### src/rtl/traffic_light_pkg.sv
// Shared definitions for the highway / farm-road traffic light controller:
// controller states, lamp codes, parameter defaults and lamp decode helpers.
package traffic_light_pkg;

    // Controller phases, named highway-lamp / farm-lamp
    typedef enum logic [1:0] {
        HGRE_FRED = 2'd0,
        HYEL_FRED = 2'd1,
        HRED_FGRE = 2'd2,
        HRED_FYEL = 2'd3
    } state_t;

    // One-hot lamp codes
    localparam logic [2:0] GREEN  = 3'b001;
    localparam logic [2:0] YELLOW = 3'b010;
    localparam logic [2:0] RED    = 3'b100;

    // Parameter defaults
    localparam int TICK_DIV_DEFAULT   = 4;
    localparam int YEL_TICKS_DEFAULT  = 3;
    localparam int FGRN_TICKS_DEFAULT = 10;
    localparam int HGRN_MIN_DEFAULT   = 5;

    // Largest of three values; sizes the dwell timer
    function automatic int max3(input int a, input int b, input int c);
        int m;
        m = (a > b) ? a : b;
        return (m > c) ? m : c;
    endfunction

    // Highway lamp shown in a given phase; unknown phases show highway green
    function automatic logic [2:0] highway_lamp(input state_t s);
        case (s)
            HGRE_FRED: return GREEN;
            HYEL_FRED: return YELLOW;
            HRED_FGRE: return RED;
            HRED_FYEL: return RED;
            default:   return GREEN;
        endcase
    endfunction

    // Farm-road lamp shown in a given phase; unknown phases show farm red
    function automatic logic [2:0] farm_lamp(input state_t s);
        case (s)
            HGRE_FRED: return RED;
            HYEL_FRED: return RED;
            HRED_FGRE: return GREEN;
            HRED_FYEL: return YELLOW;
            default:   return RED;
        endcase
    endfunction

endpackage

### src/rtl/traffic_light_tick.sv
// Timing tick divider: counts 0..TICK_DIV-1 and flags the last count as a
// one-cycle tick. clr restarts the count so every phase starts on a fresh
// tick boundary.
module tick_gen
    import traffic_light_pkg::*;
#(
    parameter int TICK_DIV = TICK_DIV_DEFAULT
) (
    input  logic clk,
    input  logic rst_n,
    input  logic clr,
    output logic tick
);

    localparam int            CW   = (TICK_DIV > 2) ? $clog2(TICK_DIV) : 1;
    localparam logic [CW-1:0] LAST = CW'(TICK_DIV - 1);

    logic [CW-1:0] count_q;

    // Free-running divider, wrapped at LAST and restarted on clr
    always_ff @(posedge clk or negedge rst_n) begin
        if (!rst_n) begin
            count_q <= '0;
        end else if (clr || (count_q == LAST)) begin
            count_q <= '0;
        end else begin
            count_q <= count_q + 1'b1;
        end
    end

    assign tick = (count_q == LAST);

endmodule

### src/rtl/traffic_light.sv
// Highway / farm-road traffic light controller. The highway stays green
// until a farm vehicle is seen and a minimum green has elapsed; the farm
// road then gets a fixed green, bracketed by yellow phases on each side.
// All dwells are whole multiples of the tick period.
module traffic_light
    import traffic_light_pkg::*;
#(
    parameter int TICK_DIV   = TICK_DIV_DEFAULT,
    parameter int YEL_TICKS  = YEL_TICKS_DEFAULT,
    parameter int FGRN_TICKS = FGRN_TICKS_DEFAULT,
    parameter int HGRN_MIN   = HGRN_MIN_DEFAULT
) (
    output logic [2:0] light_highway,
    output logic [2:0] light_farm,
    input  logic       sensor,
    input  logic       clk,
    input  logic       rst_n
);

    localparam int            TMAX   = max3(YEL_TICKS, FGRN_TICKS, HGRN_MIN);
    localparam int            TW     = (TMAX < 1) ? 1 : $clog2(TMAX + 1);
    localparam logic [TW-1:0] TMAX_T = TW'(TMAX);
    localparam logic [TW:0]   HMIN_C = (TW + 1)'(HGRN_MIN);
    localparam logic [TW:0]   YEL_C  = (TW + 1)'(YEL_TICKS);
    localparam logic [TW:0]   FGRN_C = (TW + 1)'(FGRN_TICKS);

    logic          sensor_m;
    logic          sensor_s;
    state_t        state_q;
    state_t        state_n;
    logic [TW-1:0] timer_q;
    logic [TW:0]   ticks_done;
    logic          tick;
    logic          advance;

    // Two-flop synchronizer for the asynchronous vehicle sensor
    always_ff @(posedge clk or negedge rst_n) begin
        if (!rst_n) begin
            sensor_m <= 1'b0;
            sensor_s <= 1'b0;
        end else begin
            sensor_m <= sensor;
            sensor_s <= sensor_m;
        end
    end

    // Divider restarts whenever the phase changes
    tick_gen #(
        .TICK_DIV(TICK_DIV)
    ) u_tick_gen (
        .clk  (clk),
        .rst_n(rst_n),
        .clr  (advance),
        .tick (tick)
    );

    // Ticks completed in this phase counting the tick on the current edge,
    // so a dwell of N ticks ends exactly on the N-th tick edge.
    assign ticks_done = {1'b0, timer_q} + {{TW{1'b0}}, tick};

    // Next-phase decision
    always_comb begin
        state_n = state_q;
        case (state_q)
            HGRE_FRED: if (sensor_s && (ticks_done >= HMIN_C))  state_n = HYEL_FRED;
            HYEL_FRED: if (tick && (ticks_done == YEL_C))       state_n = HRED_FGRE;
            HRED_FGRE: if (tick && (ticks_done == FGRN_C))      state_n = HRED_FYEL;
            HRED_FYEL: if (tick && (ticks_done == YEL_C))       state_n = HGRE_FRED;
            default:                                            state_n = HGRE_FRED;
        endcase
    end

    assign advance = (state_n != state_q);

    // Phase register, saturating dwell timer and registered lamp decode
    always_ff @(posedge clk or negedge rst_n) begin
        if (!rst_n) begin
            state_q       <= HGRE_FRED;
            timer_q       <= '0;
            light_highway <= GREEN;
            light_farm    <= RED;
        end else begin
            state_q       <= state_n;
            light_highway <= highway_lamp(state_n);
            light_farm    <= farm_lamp(state_n);
            if (advance) begin
                timer_q <= '0;
            end else if (tick && (timer_q != TMAX_T)) begin
                timer_q <= timer_q + 1'b1;
            end
        end
    end

endmodule

### config.mk
export PLATFORM = sky130hd
export DESIGN_NAME = traffic_light
export DESIGN_NICKNAME = d
export VERILOG_FILES = /design/src/rtl/traffic_light_pkg.sv /design/src/rtl/traffic_light_tick.sv /design/src/rtl/traffic_light.sv
export SDC_FILE = /design/constraint.sdc
export NUM_CORES = 1
export LEC_CHECK = 0
export BUFFER_PORTS_ARGS = -buffer_cell sky130_fd_sc_hd__buf_4
export CELL_PAD_IN_SITES_DETAIL_PLACEMENT = 0
export CELL_PAD_IN_SITES_GLOBAL_PLACEMENT = 2
export CORE_ASPECT_RATIO = 0.75
export CORE_MARGIN = 2
export CORE_UTILIZATION = 34
export DETAILED_ROUTE_END_ITERATION = 8
export GPL_TIMING_DRIVEN = 0
export PLACE_DENSITY = 0.84
export SLEW_MARGIN = 0
export SYNTH_ARGS = -nofsm -noshare
export SYNTH_HDL_FRONTEND = slang
export SYNTH_HIERARCHICAL = 1
export SYNTH_SLANG_ARGS = --single-unit
### constraint.sdc
create_clock -name clk -period 2.4 [get_ports clk]
set_clock_uncertainty 0.05 [all_clocks]
set_input_delay 0.48 -clock clk [delete_from_list [all_inputs] [get_ports clk]]
set_output_delay 0.48 -clock clk [all_outputs]
set_load 0.005 [all_outputs]
==> results of run 1 <==
==> through the flow <==
step	instance area [sq um]	worst slack [ps]	power (uW)
floorplan	892	17.2	1020
global route	1110	20.8	1640
detailed placement	997	-191	1210
finish	1110	154	1510
CTS	1070	29.4	1420
global placement	997	-150	1180
==> cells in the final DEF, fill, tap and decap left out, types with 2 or more instances in the layout <==
| cell type | count |
|---|---|
| dfrtp_1 | 14 |
| buf_4 | 11 |
| nand2_1 | 6 |
| inv_1 | 5 |
| nor2_1 | 4 |
| xnor2_1 | 4 |
| a211oi_2 | 4 |
| a21oi_1 | 3 |
| ha_4 | 3 |
| clkbuf_4 | 3 |
| nor3b_2 | 2 |
| nor3_2 | 2 |
| o21ai_0 | 2 |
| ha_1 | 2 |
| dfstp_2 | 2 |
==> registers in the layout (all words and copies together), names as in the netlist <==
name                cells
timer_q                 4
light_farm              3
light_highway           3
state_q                 2
u_tick_gen/count_q      2
sensor_m                1
sensor_s                1
==> routing by layer <==
layer  part of all wire, %  track usage (%)  up-vias
met5                     0                0        -
met4                     0             2.22        0
met3                   3.5             4.88        0
met2                    44             18.4        9
met1                    52             17.2      312
li1                      -                -      313
==> final timing paths <==
| check | startpoint | end | slack (ps) | depth (start not counted) |
|---|---|---|---|---|
| worst max-delay path | u_tick_gen/count_q[0] | u_tick_gen/count_q[1] | 150 | 8 |
| worst min register to register | sensor_m | sensor_s | 310 | 0 |
| worst min-delay path | sensor | sensor_m | 250 | 1 |
| max in group asynchronous | rst_n | light_farm[2] | 1510 | 2 |
| worst max register to register | u_tick_gen/count_q[0] | u_tick_gen/count_q[1] | 150 | 8 |
| min in group asynchronous | rst_n | timer_q[3] | 540 | 2 |
==> area by class of cell <==
type,instances,area (sq um)
Clock buffer,4,36.3
Sequential cell,16,403
Fill cell,255,1440
Multi-Input combinational cell,53,489
Inverter,5,18.8
Timing Repair Buffer,11,85.1
Tap cell,36,45.0
Buffer,4,28.8
==> what timing repair did <==
| item | 4_1_cts | 5_1_grt |
|---|---|---|
| resized for setup | 3 | 5 |
| endpoints found under the hold margin | 14 | 0 |
| buffers inserted | 2 | 0 |
| gates cloned | 0 | 0 |
| pin swaps | 1 | 2 |
| endpoints found under the setup margin | 8 | 8 |
| hold buffers | 1 | 0 |
==> where the power goes <==
group / internal (uW) / leakage (uW) / total, uW / switching [uW]
Combinational: 437 / 0.000252 / 872 / 435
Clock: 92.3 / 0.0000210 / 174 / 81.3
Sequential: 383 / 0.000190 / 460 / 77.5
Total: 912 / 0.000463 / 1510 / 594
==> kinds of logic (layout without fill, tap and decap cells) <==
| family | Yosys count | count (layout) |
|---|---|---|
| fa+ha+maj | 5 | 5 |
| mux | 1 | 1 |
| simple gates | 22 | 22 |
| compound gates | 20 | 20 |
| xor+xnor | 5 | 5 |
| flops | 16 | 16 |
| buf+inv | 9 | 24 |
==> results_dict.tcl, run 1 <==
set metrics [dict create \
    outcome "finished, final reports clean" \
    slowest_delay_ps 420 \
    required_ps 2530 \
    cts.clk_slew.worst_paths_ps 90 \
    drive_above_1_share_pct 36.6 \
    cp.arrival_ps 2370 \
    path_buf_inv 0 \
    htreeDepth 1 \
    post-route-period-util_pct 93.6 \
    worst-path-max-fanout 8 \
    synth_xor_area_share_pct 4.91 \
    fin_cells 129 \
    critical_path_class "reg -> reg" \
    vias_per_cell 4.91 \
    ys.flop_type "dfrtp_1" \
    crit_chain "ha_4 -> ha_4 -> ha_4 -> o21ai_1 -> a2111oi_2 -> a32o_2 -> a21o_1 -> nor3b_2" \
    synth_top_family_by_area "compound AO/OA/AOI/OAI gates" \
    yosys.area_share.simple_pct 14.7 \
    synth.distinct_cells 38 \
    die_w_um 63.1 \
    grtUsageTotal_pct 12.4 \
    utilization_pct 43.5 \
    rows 16 \
    path_delay_family "compound AO/OA/AOI/OAI gates" \
    synthMuxAreaShare_pct 1.12 \
    tightest_slew_ps 376 \
    globalplace.congestion 0.706 \
    first_pass_iters 4 \
    clk_path_buf_depth 2 \
    core-area_sq_um 2540 \
    vias 634 \
    synth.area.top_cells "dfrtp_1 39%, ha_1 7.0%, dfstp_2 5.9%" \
    synth_area_leader_cell "dfrtp_1" \
    synth.ff_latch_count 16 \
    yosysMostFrequentCell "dfrtp_1" \
    antenna_found_initial 0 \
    start_util_pct 35.1 \
    max-slew-margin-rel_pct 74.7 \
    tritoncts "built" \
    setup_violations 0 \
    io_buffer_count 8 \
    rsz0062_at_grt "false" \
    peakVddDrop_mv 0.544 \
    cts.sink_count 16 \
    routed_wl_um 1620 \
    hpwl_um 1190 \
    num_antenna_cells 0 \
    placedCellCount 122 \
    synth_nets 86 \
    worst_setup_path_start_kind "register" \
    routedWlPerCell_um 12.6 \
    yosys.area.top_type_share_pct 39.3 \
    crit_path_frequent_cell "ha_4" \
    timing.final.crit_period_ps 2250 \
    grt_first_pass_wirelength_um 2910 \
    synth_edf_count 0 \
    async_reset_ff_share_pct 100 \
    nNetsFinal 102 \
    grt_pass1_vias 638 \
    ys_seq_area_share_pct 45.2 \
    whs_ps 249 \
    tns_ps 0 \
    drv_slew 0 \
    drt_iter0_drc 7 \
    synth_compound_area_share_pct 21.7 \
    cp_slowest_cell "dfrtp_1" \
    io_pins 9 \
    power_density_nw_per_um2 1360 \
    synth_area_sq_um 892 \
    drc 0 \
    hold_path_class "in -> reg" \
    synthCells 78 \
    fmax_mhz 445 \
    area_delta_synth_final_pct 24.0 \
    grt_max_degree 17 \
    die_h_um 48.4 \
    yosys_warnings 6 \
    endpoint_kind "register" \
    worstSkewPairLatency_ps 280 \
    antenna_left 0 \
    synthTopCellsByCount "14 x dfrtp_1, 6 x nand2_1, 5 x ha_1, 5 x inv_1" \
    finalHoldViolations 0 \
    avgSynthCellArea_sq_um 11.4 \
    cts_buffers 3 \
    gr-total-overflow 0 \
    leakage_uw 0.000463 \
    dieArea_sq_um 3050 \
    cts-root-buf "clkbuf_4" \
    synth_fa_ha_area_share_pct 7.01 \
    drv_cap 0 \
]
Power figures use the tool's default switching activity.
==> inputs of run 2 (changes only) <==
- ABC_AREA: default -> 1
- CORE_UTILIZATION: 34 -> 31
- PLACE_DENSITY: 0.84 -> 0.83
==> results_dict.tcl, run 2 <==
set metrics [dict create \
    cts.sink_count 16 \
    synth.distinct_cells 22 \
    path_buf_inv 3 \
    whs_ps 249 \
    htreeDepth 1 \
    antenna_found_initial 0 \
    clk_path_buf_depth 2 \
    worst_setup_path_start_kind "register" \
    power_density_nw_per_um2 1210 \
    cts-root-buf "clkbuf_4" \
    synth_area_sq_um 843 \
    largest_reg_flops 4 \
    synth_edf_count 0 \
    tightest_slew_ps 274 \
    die_h_um 49.2 \
    final_common_cell "nand2_1" \
    antenna_left 0 \
    pre_cts_slack_ps 208 \
    grt_first_pass_wirelength_um 2600 \
    layout_common_cells "19 x nand2_1, 15 x inv_1, 14 x dfrtp_1" \
    vias 615 \
    synthCells 95 \
    worstSetupPathDepth 12 \
    path_delay_family "adder cells" \
    cp_slowest_cell "dfrtp_1" \
    finalPower_uw 1200 \
    critical_path_class "reg -> reg" \
    vias_per_cell 4.27 \
    worst_slack_ps 238 \
    drc 0 \
    rrSetupSlack_ps 240 \
    peakVddDrop_mv 0.473 \
    grt_pass1_vias 573 \
    rsz0062_at_grt "false" \
    cp.arrival_ps 2300 \
    drive_above_1_share_pct 30.6 \
    rows 16 \
    num_antenna_cells 0 \
    io_buffer_count 8 \
    drt_iter0_drc 35 \
    core-area_sq_um 2600 \
    post-route-period-util_pct 90.1 \
    cts.clk_slew.worst_paths_ps 100 \
    async_reset_ff_share_pct 100 \
    synthTopCellsByCount "19 x nand2_1, 15 x inv_1, 14 x dfrtp_1, 11 x nand3_1" \
    max-slew-margin-rel_pct 81.7 \
    ys_seq_area_share_pct 47.8 \
    worstRegToRegCells 12 \
    ys.flop_type "dfrtp_1" \
    tns_ps 0 \
    synth_nets 103 \
    synth_area_leader_cell "dfrtp_1" \
    placedInstanceArea_sq_um 948 \
    cp-endpoint "u_tick_gen/count_q[0]" \
    area_delta_synth_final_pct 18.2 \
    post_cts.repair.setup_buffers 0 \
    setup_violations 0 \
    slowest_delay_ps 390 \
    fin_area_sq_um 997 \
    tritoncts "built" \
    grtUsageTotal_pct 10.7 \
    drv_slew 0 \
    yosys.area.top_type_share_pct 41.5 \
    yosys_warnings 6 \
    dieArea_sq_um 3160 \
    synth.area.top_cells "dfrtp_1 42%, nand2_1 8.5%, ha_1 7.4%" \
    start_util_pct 32.4 \
    endpoint_kind "register" \
    avgSynthCellArea_sq_um 8.88 \
    worstSkewPairLatency_ps 290 \
    hold_path_class "in -> reg" \
    worst-path-max-fanout 5 \
    top_register "timer_q" \
    fmax_mhz 462 \
    top_regs "timer_q: 4 flops, light_farm: 3 flops, light_highway: 3 flops" \
    finalHoldViolations 0 \
    leakage_uw 0.000493 \
    drv_cap 0 \
    timing.final.crit_period_ps 2160 \
    timing.rr.start "u_tick_gen/count_q[0]" \
    grt_max_degree 17 \
    crit_chain "ha_1 -> ha_2 -> ha_1 -> inv_1 -> nor3_1 -> nand3_1 -> nand2_1 -> nor2_2 -> inv_2 -> inv_1 -> nand2_1 -> nor2_1" \
    first_pass_iters 4 \
    worst_r2r_endpoint "u_tick_gen/count_q[0]" \
    outcome "finished, final reports clean" \
    synth.ff_latch_count 16 \
    nNetsFinal 117 \
    required_ps 2540 \
    io_pins 9 \
    yosysMostFrequentCell "nand2_1" \
    startpoint "u_tick_gen/count_q[0]" \
    globalplace.congestion 0.733 \
    gr-total-overflow 0 \
    routedWlPerCell_um 10.0 \
    routed_wl_um 1440 \
    die_w_um 64.2 \
    cts_buffers 3 \
    hpwl_um 1120 \
]
==> run 2: cell types whose count changed after synthesis, moves of 4 or more <==
cell / change
a211oi_2: -4
nand2_1: +13
nand3_1: +11
a21oi_2: +5
xnor2_1: -4
nor2_2: +4
inv_1: +10
==> run 2: report_power, final <==
| group | total, uW | internal, uW | switching, uW |
|---|---|---|---|
| Clock | 182 | 92.3 | 89.5 |
| Combinational | 551 | 231 | 320 |
| Sequential | 470 | 385 | 85.3 |
==> run 2: cell type report <==
class | count | area (sq um)
flip-flops and latches | 16 | 403
clock buffers | 4 | 36.3
fillers | 269 | 1610
inverters | 18 | 70.1
multi-input cells | 61 | 373
repair buffers | 9 | 70.1
well taps | 36 | 45.0
==> run 2: how the worst min path moves through the flow <==
stage | from | end | slack, ps | cells after the start
floorplan | rst_n | light_farm[0] | 130 | 0
global placement | sensor_m | sensor_s | 280 | 0
detailed placement | sensor_m | sensor_s | 290 | 0
CTS | sensor | sensor_m | 230 | 1
global route | sensor | sensor_m | 220 | 1
finish | sensor | sensor_m | 250 | 1
==> run 2: per-layer routing <==
metal,part of all wire [%],vias up,track usage [%]
met2,39,3,13.9
met5,0,-,0
li1,-,331,-
met3,2.4,0,4.16
met1,59,281,16.7
met4,0,0,2.13
==> run 2: per-stage QoR <==
step	instances	utilization, %
4_1_cts	144	38.2
3_5_place_dp	139	36.4
6_report	144	38.3
5_1_grt	144	38.3
2_1_floorplan	95	-
3_3_place_gp	139	36.4
==> run 2: what timing repair did <==
item | 4_1_cts | 5_1_grt
endpoints found under the hold margin | 14 | 0
resized for setup | 0 | 1
hold buffers | 1 | 0
setup endpoints to repair | 0 | 2
==> run 2: worst reg2reg max path: stages, from the launching register on <==
cell	delay, ps
dfrtp_1	390
ha_1	270
ha_2	220
ha_1	300
inv_1	50
nor3_1	190
nand3_1	120
nand2_1	140
nor2_2	60
inv_2	100
inv_1	50
nand2_1	70
nor2_1	40
==> run 2: kinds of logic (layout without fill, tap and decap cells) <==
family / Yosys count / in the layout / share of synthesized area (%)
and+or+nand+nor: 47 / 47 / 27.7
AOI/OAI and AO/OA: 8 / 8 / 7.71
DFF: 16 / 16 / 47.8
xor gates and xnor gates: 1 / 1 / 1.04
adders and majority gates: 5 / 5 / 7.42
buffers and inverters: 18 / 31 / 8.31
==> inputs of run 3 (changes only) <==
--- a/config.mk
+++ b/config.mk
@@ -12,3 +12,2 @@
 export CORE_ASPECT_RATIO = 0.75
-export CORE_MARGIN = 2
 export CORE_UTILIZATION = 31
--- a/constraint.sdc
+++ b/constraint.sdc
@@ -4,2 +4,2 @@
 set_output_delay 0.48 -clock clk [all_outputs]
-set_load 0.005 [all_outputs]
+set_load 0.05 [all_outputs]
==> results_dict.tcl, run 3 (synthesis results as in run 2) <==
set metrics [dict create \
    outcome "finished, final reports clean" \
    grtUsageTotal_pct 11.3 \
    fmax_mhz 466 \
    first_pass_iters 4 \
    cts.sink_count 16 \
    die_h_um 47.2 \
    tightest_slew_ps 284 \
    io_pins 9 \
    cts.clk_slew.worst_paths_ps 90 \
    endpoint_kind "register" \
    gr-total-overflow 0 \
    worst_setup_path_start_kind "register" \
    hold_path_class "in -> reg" \
    io_buffer_count 8 \
    grt_max_degree 17 \
    worstSkewPairLatency_ps 280 \
    final_common_cell "nand2_1" \
    routedWlPerCell_um 10.7 \
    top_register "timer_q" \
    clk_path_buf_depth 2 \
    critical_path_class "reg -> reg" \
    area_delta_synth_final_pct 18.5 \
    post_cts.repair.setup_buffers 0 \
    largest_reg_flops 4 \
    core-area_sq_um 2440 \
    max-slew-margin-rel_pct 81.1 \
    drc 0 \
    peakVddDrop_mv 0.522 \
    power_density_nw_per_um2 1380 \
    hpwl_um 1150 \
    globalplace.congestion 0.738 \
    dieArea_sq_um 2940 \
    vias 620 \
    start_util_pct 34.6 \
    rows 15 \
    antenna_left 0 \
    multi_input_area_sq_um 378 \
    drv_slew 0 \
    fin_cells 142 \
    register_area_sq_um 403 \
    drt_iter0_drc 38 \
    cts_buffers 3 \
    setup_violations 0 \
    die_w_um 62.2 \
    finalHoldViolations 0 \
    grt_pass1_vias 535 \
    nNetsFinal 117 \
    placedCellCount 137 \
    top_regs "timer_q: 4 flops, light_farm: 3 flops, light_highway: 3 flops" \
    timing.final.crit_period_ps 2140 \
    leakage_uw 0.000495 \
    post-route-period-util_pct 89.3 \
    cp.arrival_ps 2320 \
    antenna_found_initial 0 \
    htreeDepth 1 \
    grt_first_pass_wirelength_um 2480 \
    num_antenna_cells 0 \
    cts-root-buf "clkbuf_4" \
    fillers 247 \
    required_ps 2570 \
    rsz0062_at_grt "false" \
    drive_above_1_share_pct 31.5 \
    tritoncts "built" \
    routed_wl_um 1510 \
    worst-path-max-fanout 5 \
    tns_ps 0 \
    drv_cap 0 \
    vias_per_cell 4.37 \
    layout_common_cells "19 x nand2_1, 15 x inv_1, 14 x dfrtp_1" \
]
-- run 3: cell counts in the layout (fill, tap and decap cells not counted) --
No cell type changed its count.
-- run 3: what timing repair did --
action	4_1_cts	5_1_grt
hold buffers	1	0
resized for setup	0	2
endpoints found under the hold margin	14	0
setup endpoints to repair	0	2
-- run 3: final timing paths --
check | startpoint | to | slack (ps) | depth (start not counted)
hold reg to reg | sensor_m | sensor_s | 310 | 0
max in group asynchronous | rst_n | light_highway[0] | 1530 | 2
setup / recovery | u_tick_gen/count_q[0] | u_tick_gen/count_q[0] | 260 | 14
hold / removal | sensor | sensor_m | 250 | 1
min in group asynchronous | rst_n | timer_q[1] | 530 | 2
setup reg to reg | u_tick_gen/count_q[0] | u_tick_gen/count_q[0] | 260 | 14
-- run 3: worst max-delay path, stage by stage (launching register included) --
cell and delay [ps]:
dfrtp_1 400, ha_2 230, ha_1 240, ha_1 300, inv_1 90, nand2_1 60, nand3_1 70, nand3_1 70
nand2_1 60, nand2_1 80, nor2_2 150, inv_2 90, inv_1 60, nand2_1 60, nor2_1 90
-- run 3: per-layer routing --
metal  vias to the layer above  track usage (%)  wire length [um]
li1                        329                -                 -
met1                       283             16.4               843
met2                         8             16.3               622
met3                         0             4.37                47
met4                         0             1.40                 0
met5                         -                0                 0
-- run 3: area by class of cell --
| type | count | share of cell area (%) |
|---|---|---|
| Sequential cell | 16 | 40.3 |
| Multi-Input combinational cell | 61 | 37.8 |
| Tap cell | 34 | 4.26 |
| Timing Repair Buffer | 9 | 7.01 |
| Clock buffer | 4 | 3.63 |
| Inverter | 18 | 7.01 |
-- run 3: stage by stage --
stage / power (uW) / hold WS (ps) / worst slack (ps) / utilization [%] / area (sq um)
after detailed placement: 1190 / 286 / 194 / 38.8 / 946
after floorplan: 1020 / 134 / 438 / - / 843
after CTS: 1380 / 243 / 172 / 40.7 / 992
after global placement: 1180 / 282 / 204 / 38.8 / 946
after global routing: 1490 / 230 / 21.8 / 41.0 / 1000
final: 1380 / 252 / 256 / 41.0 / 1000
-- run 3: where the power goes --
group          total (uW)  switching, uW  internal, uW  leakage, uW
Sequential            473           87.4           386     0.000194
Combinational         725            488           237     0.000280
Clock                 177           84.8          92.3    0.0000210
